`src/rtl/pin_lock_pkg.sv`:
```
// Shared types and width helpers for the parametrised PIN-entry lock.
package pin_lock_pkg;

    typedef enum logic [1:0] {
        ENTRY    = 2'd0,
        UNLOCKED = 2'd1,
        PROGRAM  = 2'd2,
        LOCKOUT  = 2'd3
    } state_t;

    // Index width that stays legal when only one value is needed.
    function automatic int unsigned bits_for(input int unsigned n);
        return (n <= 1) ? 1 : $clog2(n);
    endfunction

endpackage

```
`src/rtl/lockout_timer.sv`:
```
// Countdown for the lockout period: done is a registered pulse in the
// LOCKOUT_CYCLES-th cycle after start, so the owner leaves LOCKOUT on that edge.
module lockout_timer #(
    parameter int unsigned LOCKOUT_CYCLES = 16
) (
    input  logic clk,
    input  logic reset,
    input  logic start,
    output logic done
);

    localparam int unsigned CNT_W = $clog2(LOCKOUT_CYCLES + 1);

    logic [CNT_W-1:0] cnt;
    logic             active;

    always_ff @(posedge clk) begin
        if (reset) begin
            cnt    <= '0;
            active <= 1'b0;
            done   <= 1'b0;
        end else if (start) begin
            cnt    <= CNT_W'(LOCKOUT_CYCLES - 1);
            active <= 1'b1;
            done   <= (LOCKOUT_CYCLES == 1);
        end else if (active && (cnt != '0)) begin
            cnt    <= cnt - CNT_W'(1);
            done   <= (cnt == CNT_W'(1));
        end else begin
            active <= 1'b0;
            done   <= 1'b0;
        end
    end

endmodule

```
`src/rtl/pin_lock.sv`:
```
// PIN-entry lock with programmable PIN, failed-attempt counting and timed lockout.
module pin_lock
    import pin_lock_pkg::*;
#(
    parameter int unsigned              DATA_W         = 8,
    parameter int unsigned              PIN_LEN        = 4,
    parameter int unsigned              MAX_TRIES      = 3,
    parameter int unsigned              LOCKOUT_CYCLES = 16,
    parameter logic [PIN_LEN*DATA_W-1:0] DEFAULT_PIN   = 32'hBAADC0DE
) (
    input  logic                             clk,
    input  logic                             reset,
    input  logic [DATA_W-1:0]                din,
    input  logic                             din_valid,
    input  logic                             relock,
    input  logic                             program_req,
    output logic                             unlocked,
    output logic                             programming,
    output logic                             lockout,
    output logic [$clog2(MAX_TRIES+1)-1:0]   fail_cnt
);

    localparam int unsigned FAIL_W = $clog2(MAX_TRIES + 1);
    localparam int unsigned IDX_W  = bits_for(PIN_LEN);
    localparam int unsigned PIN_W  = PIN_LEN * DATA_W;

    state_t             state;
    state_t             state_next;
    logic [IDX_W-1:0]   idx;
    logic               mismatch;
    logic [PIN_W-1:0]   pin_q;
    logic [PIN_W-1:0]   shadow;
    logic [PIN_W-1:0]   shadow_next;
    logic [DATA_W-1:0]  cur_digit;
    logic               last_digit;
    logic               pin_bad;
    logic               last_try;
    logic               timer_start;
    logic               timer_done;
    logic               unlocked_d;
    logic               programming_d;
    logic               lockout_d;

    // Digit 0 lives in the MSB slice of both the stored PIN and the shadow.
    always_comb begin
        cur_digit   = '0;
        shadow_next = shadow;
        for (int k = 0; k < PIN_LEN; k++) begin
            if (idx == IDX_W'(k)) begin
                cur_digit = pin_q[(PIN_LEN-1-k)*DATA_W +: DATA_W];
                shadow_next[(PIN_LEN-1-k)*DATA_W +: DATA_W] = din;
            end
        end
    end

    assign last_digit = (idx == IDX_W'(PIN_LEN - 1));
    assign pin_bad    = mismatch | (din != cur_digit);
    assign last_try   = (fail_cnt == FAIL_W'(MAX_TRIES - 1));

    always_ff @(posedge clk) begin
        if (reset) begin
            state       <= ENTRY;
            unlocked    <= 1'b0;
            programming <= 1'b0;
            lockout     <= 1'b0;
        end else begin
            state       <= state_next;
            unlocked    <= unlocked_d;
            programming <= programming_d;
            lockout     <= lockout_d;
        end
    end

    always_comb begin
        state_next = state;
        case (state)
            ENTRY: begin
                if (din_valid && last_digit) begin
                    if (!pin_bad)      state_next = UNLOCKED;
                    else if (last_try) state_next = LOCKOUT;
                end
            end
            UNLOCKED: begin
                if (relock)           state_next = ENTRY;
                else if (program_req) state_next = PROGRAM;
            end
            PROGRAM: begin
                if (din_valid && last_digit) state_next = ENTRY;
            end
            LOCKOUT: begin
                if (timer_done) state_next = ENTRY;
            end
            default: state_next = ENTRY;
        endcase
    end

    // Outputs are decoded from the next state and registered alongside it.
    always_comb begin
        unlocked_d    = (state_next == UNLOCKED);
        programming_d = (state_next == PROGRAM);
        lockout_d     = (state_next == LOCKOUT);
        timer_start   = (state_next == LOCKOUT) && (state != LOCKOUT);
    end

    // Entry always consumes PIN_LEN digits; a wrong digit only sets the sticky flag.
    always_ff @(posedge clk) begin
        if (reset) begin
            idx      <= '0;
            mismatch <= 1'b0;
            fail_cnt <= '0;
            pin_q    <= DEFAULT_PIN;
            shadow   <= '0;
        end else begin
            case (state)
                ENTRY: begin
                    if (din_valid) begin
                        if (last_digit) begin
                            idx      <= '0;
                            mismatch <= 1'b0;
                            if (!pin_bad)      fail_cnt <= '0;
                            else if (last_try) fail_cnt <= FAIL_W'(MAX_TRIES);
                            else               fail_cnt <= fail_cnt + FAIL_W'(1);
                        end else begin
                            idx      <= idx + IDX_W'(1);
                            mismatch <= pin_bad;
                        end
                    end
                end
                UNLOCKED: begin
                    if (!relock && program_req) idx <= '0;
                end
                PROGRAM: begin
                    if (din_valid) begin
                        shadow <= shadow_next;
                        if (last_digit) begin
                            pin_q <= shadow_next;
                            idx   <= '0;
                        end else begin
                            idx   <= idx + IDX_W'(1);
                        end
                    end
                end
                LOCKOUT: begin
                    if (timer_done) fail_cnt <= '0;
                end
                default: ;
            endcase
        end
    end

    lockout_timer #(
        .LOCKOUT_CYCLES (LOCKOUT_CYCLES)
    ) u_lockout_timer (
        .clk   (clk),
        .reset (reset),
        .start (timer_start),
        .done  (timer_done)
    );

    cover property (@(posedge clk) unlocked);
    cover property (@(posedge clk) lockout);
    cover property (@(posedge clk) (state == PROGRAM) && (state_next == ENTRY));

endmodule

```
`config.mk`:
```
export PLATFORM = sky130hd
export DESIGN_NAME = pin_lock
export DESIGN_NICKNAME = d
export VERILOG_FILES = /design/src/rtl/pin_lock_pkg.sv /design/src/rtl/lockout_timer.sv /design/src/rtl/pin_lock.sv
export SDC_FILE = /design/constraint.sdc
export NUM_CORES = 1
export LEC_CHECK = 0
export BUFFER_PORTS_ARGS = -buffer_cell sky130_fd_sc_hd__buf_4
export CAP_MARGIN = 25
export CORE_ASPECT_RATIO = 1.5
export CORE_MARGIN = 5
export CORE_UTILIZATION = 40
export DETAILED_ROUTE_END_ITERATION = 12
export PLACE_DENSITY = 0.57
export SLEW_MARGIN = 20
export SYNTH_ARGS = -nofsm -noshare
export SYNTH_HDL_FRONTEND = slang
export SYNTH_HIERARCHICAL = 1
export SYNTH_SLANG_ARGS = --single-unit
```
`constraint.sdc`:
```
create_clock -name clk -period 2.8 [get_ports clk]
set_input_delay 0.42 -clock clk [delete_from_list [all_inputs] [get_ports clk]]
set_output_delay 0.42 -clock clk [all_outputs]
set_load 0.02 [all_outputs]
```
==> results of run 1 <==
## layout by cell type (no fill, tap or decap), types with 6 or more instances in the layout
cell,n
mux2i_1,25
nand2_1,84
a211oi_1,20
dfxtp_1,72
buf_4,29
nand3b_1,11
nor2b_1,6
nor2_1,35
clkbuf_16,9
a211o_1,12
inv_1,12
o21ai_0,6
a21oi_1,38
## worst reg2reg max path, cell delays in order, from the launching register on
cell       delay [ps]
dfxtp_1           410
inv_1              90
ha_2              290
buf_4             210
a22o_1            190
or3_1             300
nand4b_1          150
nor4b_4            70
nor2_2            210
buf_4             170
nor2_1             40
a2111oi_0         350
## registers in the layout (all words and copies together), names as in the netlist, 2 cells and up
register,cells
u_lockout_timer/cnt,5
pin_q,32
shadow,24
idx,2
state,2
fail_cnt,2
## final timing paths
kind                                  from                     end  slack [ps]  cells after the start
worst max-delay path                idx[0]  u_lockout_timer/cnt[1]         220                     11
worst min-delay path                din[0]               shadow[8]         390                      3
worst max register to register      idx[0]  u_lockout_timer/cnt[1]         220                     11
worst min register to register  shadow[29]              shadow[29]         450                      2
## routing by layer
metal  share of wire, %  global-route usage, %  up-vias
met3                2.1                   3.18       15
met2                 53                   28.3       22
met1                 42                   19.0     1430
li1                   -                      -     1510
met5                  0                      0        -
met4                2.3                   7.14        0
## cells by family (layout without fill, tap and decap cells)
group           after synthesis  count (layout)
fa+ha+maj                     8               8
flops                        73              73
xor+xnor                      5               5
buf+inv                      52              58
compound gates               98              98
mux                          25              25
simple gates                174             174
## area by class of cell
type | instances | share of cell area [%]
Clock inverter | 5 | 1.86
Sequential cell | 73 | 35.1
Multi-Input combinational cell | 310 | 46.9
Inverter | 12 | 1.08
Timing Repair Buffer | 30 | 5.70
Clock buffer | 11 | 6.06
Tap cell | 110 | 3.30
## power breakdown
group | internal [mW] | switching, mW | total [mW]
clock | 0.824 | 0.420 | 1.24
combinational | 0.0954 | 0.116 | 0.211
sequential | 1.04 | 0.00385 | 1.05
total | 1.96 | 0.540 | 2.50
## through the flow
step	area [um2]	utilization (%)	total power [mW]	hold slack, ps
finish	4170	47.0	2.50	394
global route	4170	47.0	2.61	396
CTS	4160	46.8	2.53	384
floorplan	3640	-	1.23	435
detailed placement	3820	43.0	1.28	446
global placement	3820	43.0	1.28	441
## repair_timing
action	in CTS	in global routing
gates resized for setup	1	5
setup endpoints to repair	1	4
pin swaps	0	3
buffers inserted	0	0
==> insert_results.sql, run 1 <==
INSERT INTO impl_metrics (metric_group, metric, value, unit) VALUES
('final_layout', 'n_antenna_cell', '0', ''),
('synth', 'synth-simple-area-share', '23.8', '%'),
('floorplanning', 'placement_rows', '42', ''),
('global_routing', 'grt_overflow', '0', ''),
('pwr', 'power_per_cell_area', '600', 'mW/mm2'),
('critical_path', 'worst-path-max-fanout', '14', ''),
('critical_path', 'cell_repeated_most_along_the_worst_path', 'buf_4', ''),
('final_layout', 'multiInputGateArea', '0.00196', 'mm2'),
('placement', 'io_buffers', '17', ''),
('final_layout', 'ff_latch_area', '0.00146', 'mm2'),
('outcome', 'outcome', 'completed', ''),
('clock_network', 'insertion_delay', '330', 'ps'),
('synth', 'syn_inst', '435', ''),
('placement', 'place.detailed.instances', '535', ''),
('synth', 'yosys-mux-area-fraction', '6.88', '%'),
('sta', 'final.setup.tns', '0', 'ps'),
('detailed_routing', 'drt-vias-per-instance', '5.40', ''),
('clock_network', 'tritoncts', 'built', ''),
('critical_path', 'worst-endpoint-required', '3020', 'ps'),
('floorplanning', 'initial_utilization', '41.0', '%'),
('global_routing', 'global_route.usage.total', '16.3', '%'),
('placement', 'routabilityCongestion', '0.766', ''),
('placement', 'detailed_place_hpwl', '5.81', 'mm'),
('floorplanning', 'die_height', '127', 'um'),
('clock_network', 'clock_path_buffers', '2', ''),
('critical_path', 'crit_path_arrival_time', '2800', 'ps'),
('synth', 'synth.top_cells.by_count', 'nand2_1 (84), dfxtp_1 (73), a21oi_1 (38)', ''),
('synth', 'ys_warn_count', '6', ''),
('synth', 'synth.yosys.seq_area_share', '40.2', '%'),
('critical_path', 'end_kind', 'flip-flop', ''),
('sta', 'worst-slew-pin-transition', '426', 'ps'),
('synth', 'netlist_top_cells_area', 'dfxtp_1 (40%), nand2_1 (8.7%), mux2i_1 (6.9%)', ''),
('critical_path', 'cp_slowest_cell', 'dfxtp_1', ''),
('critical_path', 'path_delay_family', 'simple AND/OR/NAND/NOR gates', ''),
('sta', 'finish_stage_setup_viols', '0', ''),
('sta', 'post-route-period-util', '92.1', '%'),
('sta', 'timing.max_slew.rel_slack', '71.6', '%'),
('pwr', 'p_leak', '1.55', 'nW'),
('synth', 'synth_xor_area_share', '1.20', '%'),
('sta', 'max_freq', '388', 'MHz'),
('clock_network', 'path_clk_slew', '60', 'ps'),
('placement', 'dp_slack', '2.05', 'ps'),
('critical_path', 'cp_num_buf_inv', '3', ''),
('clock_network', 'cts_buffers', '9', ''),
('sta', 'final_max_slew_viol_count', '0', ''),
('clock_network', 'cts_hold_repair.buffers', '0', ''),
('clock_network', 'sink_count', '73', ''),
('final_layout', 'syn_to_final_growth', '14.6', '%'),
('synth', 'synth_enable_flop_cells', '0', ''),
('sta', 'fin_crit', '2580', 'ps'),
('floorplanning', 'chipWidth', '87.9', 'um'),
('detailed_routing', 'detail_route.iter0.violations', '112', ''),
('synth', 'synthAdderAreaFrac', '2.75', '%'),
('final_layout', 'fillCellCount', '865', ''),
('synth', 'synth_seq_cells', '73', ''),
('synth', 'synthesis.area', '0.00364', 'mm2'),
('sta', 'timing.final.hold_violations', '0', ''),
('critical_path', 'critPathKind', 'reg -> reg', ''),
('global_routing', 'grt_antenna_before_repair', '0', ''),
('detailed_routing', 'post_drt_wl_per_cell', '15.0', 'um'),
('run', 'timing.max_cap.violations', '0', ''),
('synth', 'synth_cell_types', '53', ''),
('global_routing', 'maximum_number_of_pins_on_one_net_before_global_route_repair', '41', ''),
('clock_network', 'maximum_level_of_the_cts_h_tree', '3', ''),
('floorplanning', 'fp.dieArea', '0.0111', 'mm2'),
('clock_network', 'root_buffer', 'clkbuf_16', ''),
('critical_path', 'timing.critical_path.slowest_cell_delay', '410', 'ps'),
('synth', 'synth_largest_type_area_fraction', '40.2', '%'),
('floorplanning', 'io-pin-count', '18', ''),
('detailed_routing', 'routed_wirelength', '8.29', 'mm'),
('sta', 'setup_ws', '221', 'ps');
Note: power is estimated with default switching activity, not from simulation.
==> run 2: changes to the inputs <==
CORE_UTILIZATION = 50   (was 40)
PLACE_DENSITY = 0.69   (was 0.57)
==> insert_results.sql, run 2 (synthesis gave the netlist of run 1 again) <==
INSERT INTO impl_metrics (metric_group, metric, value, unit) VALUES
('sta', 'post-route-period-util', '90.8', '%'),
('floorplanning', 'io-pin-count', '18', ''),
('pwr', 'power.clock.fraction', '36.7', '%'),
('floorplanning', 'chipWidth', '79.7', 'um'),
('clock_network', 'cts_hold_repair.buffers', '0', ''),
('sta', 'clock_skew', '14.9', 'ps'),
('clock_network', 'post-cts-setup-buffer-count', '0', ''),
('critical_path', 'crit_path_start_kind', 'flip-flop', ''),
('final_layout', 'mostFrequentLayoutCell', 'nand2_1', ''),
('detailed_routing', 'drt-pass1-iter-count', '4', ''),
('global_routing', 'vias_in_the_first_global_route', '2922', ''),
('detailed_routing', 'detail_route.iter0.violations', '162', ''),
('sta', 'finish_stage_setup_viols', '0', ''),
('detailed_routing', 'drt-vias-per-instance', '5.51', ''),
('floorplanning', 'die_height', '114', 'um'),
('clock_network', 'maximum_level_of_the_cts_h_tree', '3', ''),
('final_layout', 'largest_register_ff_count', '32', ''),
('final_layout', 'syn_to_final_growth', '9.73', '%'),
('outcome', 'outcome', 'completed', ''),
('floorplanning', 'design.core.area', '0.00718', 'mm2'),
('detailed_routing', 'routed_wirelength', '7.96', 'mm'),
('final_layout', 'finalNetCount', '458', ''),
('placement', 'io_buffers', '17', ''),
('pwr', 'netSwitchingPower', '0.529', 'mW'),
('detailed_routing', 'detailroute.via_count', '2987', ''),
('clock_network', 'tritoncts', 'built', ''),
('min_path', 'min-delay-path-class', 'in -> reg', ''),
('clock_network', 'insertion_delay', '350', 'ps'),
('final_layout', 'most-common-layout-cells', 'nand2_1 (84), dfxtp_1 (72), a21oi_1 (38)', ''),
('final_layout', 'reg_top3', 'pin_q x32, shadow x24, u_lockout_timer/cnt x5', ''),
('pwr', 'pwr-share-seq', '52.7', '%'),
('clock_network', 'post_cts_resized', '0', ''),
('run', 'timing.max_cap.violations', '0', ''),
('detailed_routing', 'drc', '0', ''),
('critical_path', 'worst-path-max-fanout', '15', ''),
('sta', 'final_max_slew_viol_count', '0', ''),
('critical_path', 'critPathKind', 'reg -> reg', ''),
('clock_network', 'cts_buffers', '9', ''),
('final_layout', 'n_antenna_cell', '0', ''),
('detailed_routing', 'post_drt_wl_per_cell', '14.7', 'um'),
('final_layout', 'top_register', 'pin_q', ''),
('detailed_routing', 'antenna_left', '0', ''),
('sta', 'fin_crit', '2540', 'ps'),
('global_routing', 'global_route.usage.total', '18.7', '%'),
('placement', 'routabilityCongestion', '0.788', ''),
('critical_path', 'end_kind', 'flip-flop', ''),
('global_routing', 'grt_overflow', '0', ''),
('final_layout', 'fillCellCount', '679', ''),
('global_routing', 'grt_pass1_wl', '13.5', 'mm'),
('final_layout', 'share_of_cells_above_drive_strength_1', '14.0', '%'),
('sta', 'worst-slew-pin-transition', '491', 'ps'),
('sta', 'timing.max_slew.rel_slack', '67.3', '%'),
('global_routing', 'grt_antenna_before_repair', '0', ''),
('pwr', 'power_report.internal_total', '1.45', 'mW'),
('final_layout', 'post-route-cell-area', '0.00399', 'mm2'),
('clock_network', 'path_clk_slew', '90', 'ps'),
('pwr', 'power.switching_fraction', '26.7', '%'),
('pwr', 'p_leak', '1.48', 'nW'),
('min_path', 'worst_hold_path.num_cells', '3', ''),
('critical_path', 'crit_path_arrival_time', '2800', 'ps'),
('global_routing', 'maximum_number_of_pins_on_one_net_before_global_route_repair', '49', ''),
('floorplanning', 'placement_rows', '38', ''),
('sta', 'timing.final.hold_violations', '0', ''),
('floorplanning', 'fp.dieArea', '0.00912', 'mm2'),
('floorplanning', 'initial_utilization', '50.7', '%'),
('critical_path', 'worst-endpoint-required', '3060', 'ps'),
('pwr', 'power_per_cell_area', '497', 'mW/mm2'),
('critical_path', 'cp_slowest_cell', 'dfxtp_2', ''),
('clock_network', 'clock_path_buffers', '2', ''),
('pwr', 'comb_power_share', '10.6', '%'),
('sta', 'whs', '365', 'ps'),
('placement', 'dpl-instance-area', '0.00380', 'mm2'),
('placement', 'detailed_place_hpwl', '5.48', 'mm'),
('critical_path', 'cells_traversed_along_the_worst_timing_path', 'inv_1 > ha_1 > buf_4 > nor3b_1 > a211oi_1 > xnor2_1 > nand4_1 > nor4b_4 > nor2_2 > nor4_1 > nor4bb_2', ''),
('sta', 'max_freq', '393', 'MHz'),
('critical_path', 'timing.critical_path.slowest_cell_delay', '370', 'ps'),
('clock_network', 'root_buffer', 'clkbuf_8', ''),
('clock_network', 'sink_count', '73', ''),
('critical_path', 'worstRegToRegCells', '11', ''),
('pwr', 'vdd_drop_max', '0.321', 'mV'),
('sta', 'unrepaired_setup_endpoints_after_global_routing', 'true', '');
run 2: path summary, 6_finish.rpt:
kind,startpoint,to,slack [ps]
worst max-delay path,idx[0],u_lockout_timer/done,260
worst min-delay path,din[5],shadow[29],360
worst max register to register,idx[0],u_lockout_timer/done,260
worst min register to register,shadow[20],shadow[20],460
run 2: power groups by stage:
stage          Sequential, mW  Clock [mW]  Combinational, mW
2_1_floorplan            1.07           0              0.160
3_3_place_gp             1.07           0              0.207
3_5_place_dp             1.07           0              0.210
4_1_cts                  1.04       0.744              0.211
5_1_grt                  1.05       0.788              0.232
6_report                 1.04       0.729              0.211
run 2: worst max-delay path: cells and delay by family, from the launching register on:
| family | cells | cell delay (ps) |
|---|---|---|
| XOR/XNOR | 1 | 150 |
| buffers and inverters | 2 | 280 |
| adder cells (fa/ha/maj) | 1 | 210 |
| flip-flops | 1 | 370 |
| AND/OR/NAND/NOR | 6 | 1210 |
| AO/OA/AOI/OAI | 1 | 220 |
run 2: stage by stage:
stage | setup TNS, ps | total power, mW | setup slack (ps) | std cells | util, %
after global placement | 0 | 1.27 | 108 | 526 | 53.0
after CTS | 0 | 2.00 | 1.96 | 542 | 55.4
after floorplan | 0 | 1.23 | 132 | 435 | -
after detailed placement | 0 | 1.28 | 38.0 | 526 | 53.0
final | 0 | 1.98 | 257 | 542 | 55.6
after global routing | -37.5 | 2.07 | -37.5 | 542 | 55.6
run 2: final cells by class:
class / instances / area (um2) / area share, %
clock buffer: 9 / 124 / 3.10
clock inverter: 7 / 47.5 / 1.19
inverter: 12 / 45.0 / 1.13
multi-input combinational: 310 / 1960 / 49.0
sequential: 73 / 1460 / 36.6
tap: 100 / 125 / 3.13
timing repair buffer: 31 / 233 / 5.83
run 2: routing by layer:
layer / global-route usage (%) / part of all wire (%)
met3: 2.44 / 2.0
met5: 0 / 0
met4: 8.60 / 1.9
met2: 34.6 / 54
met1: 20.8 / 42
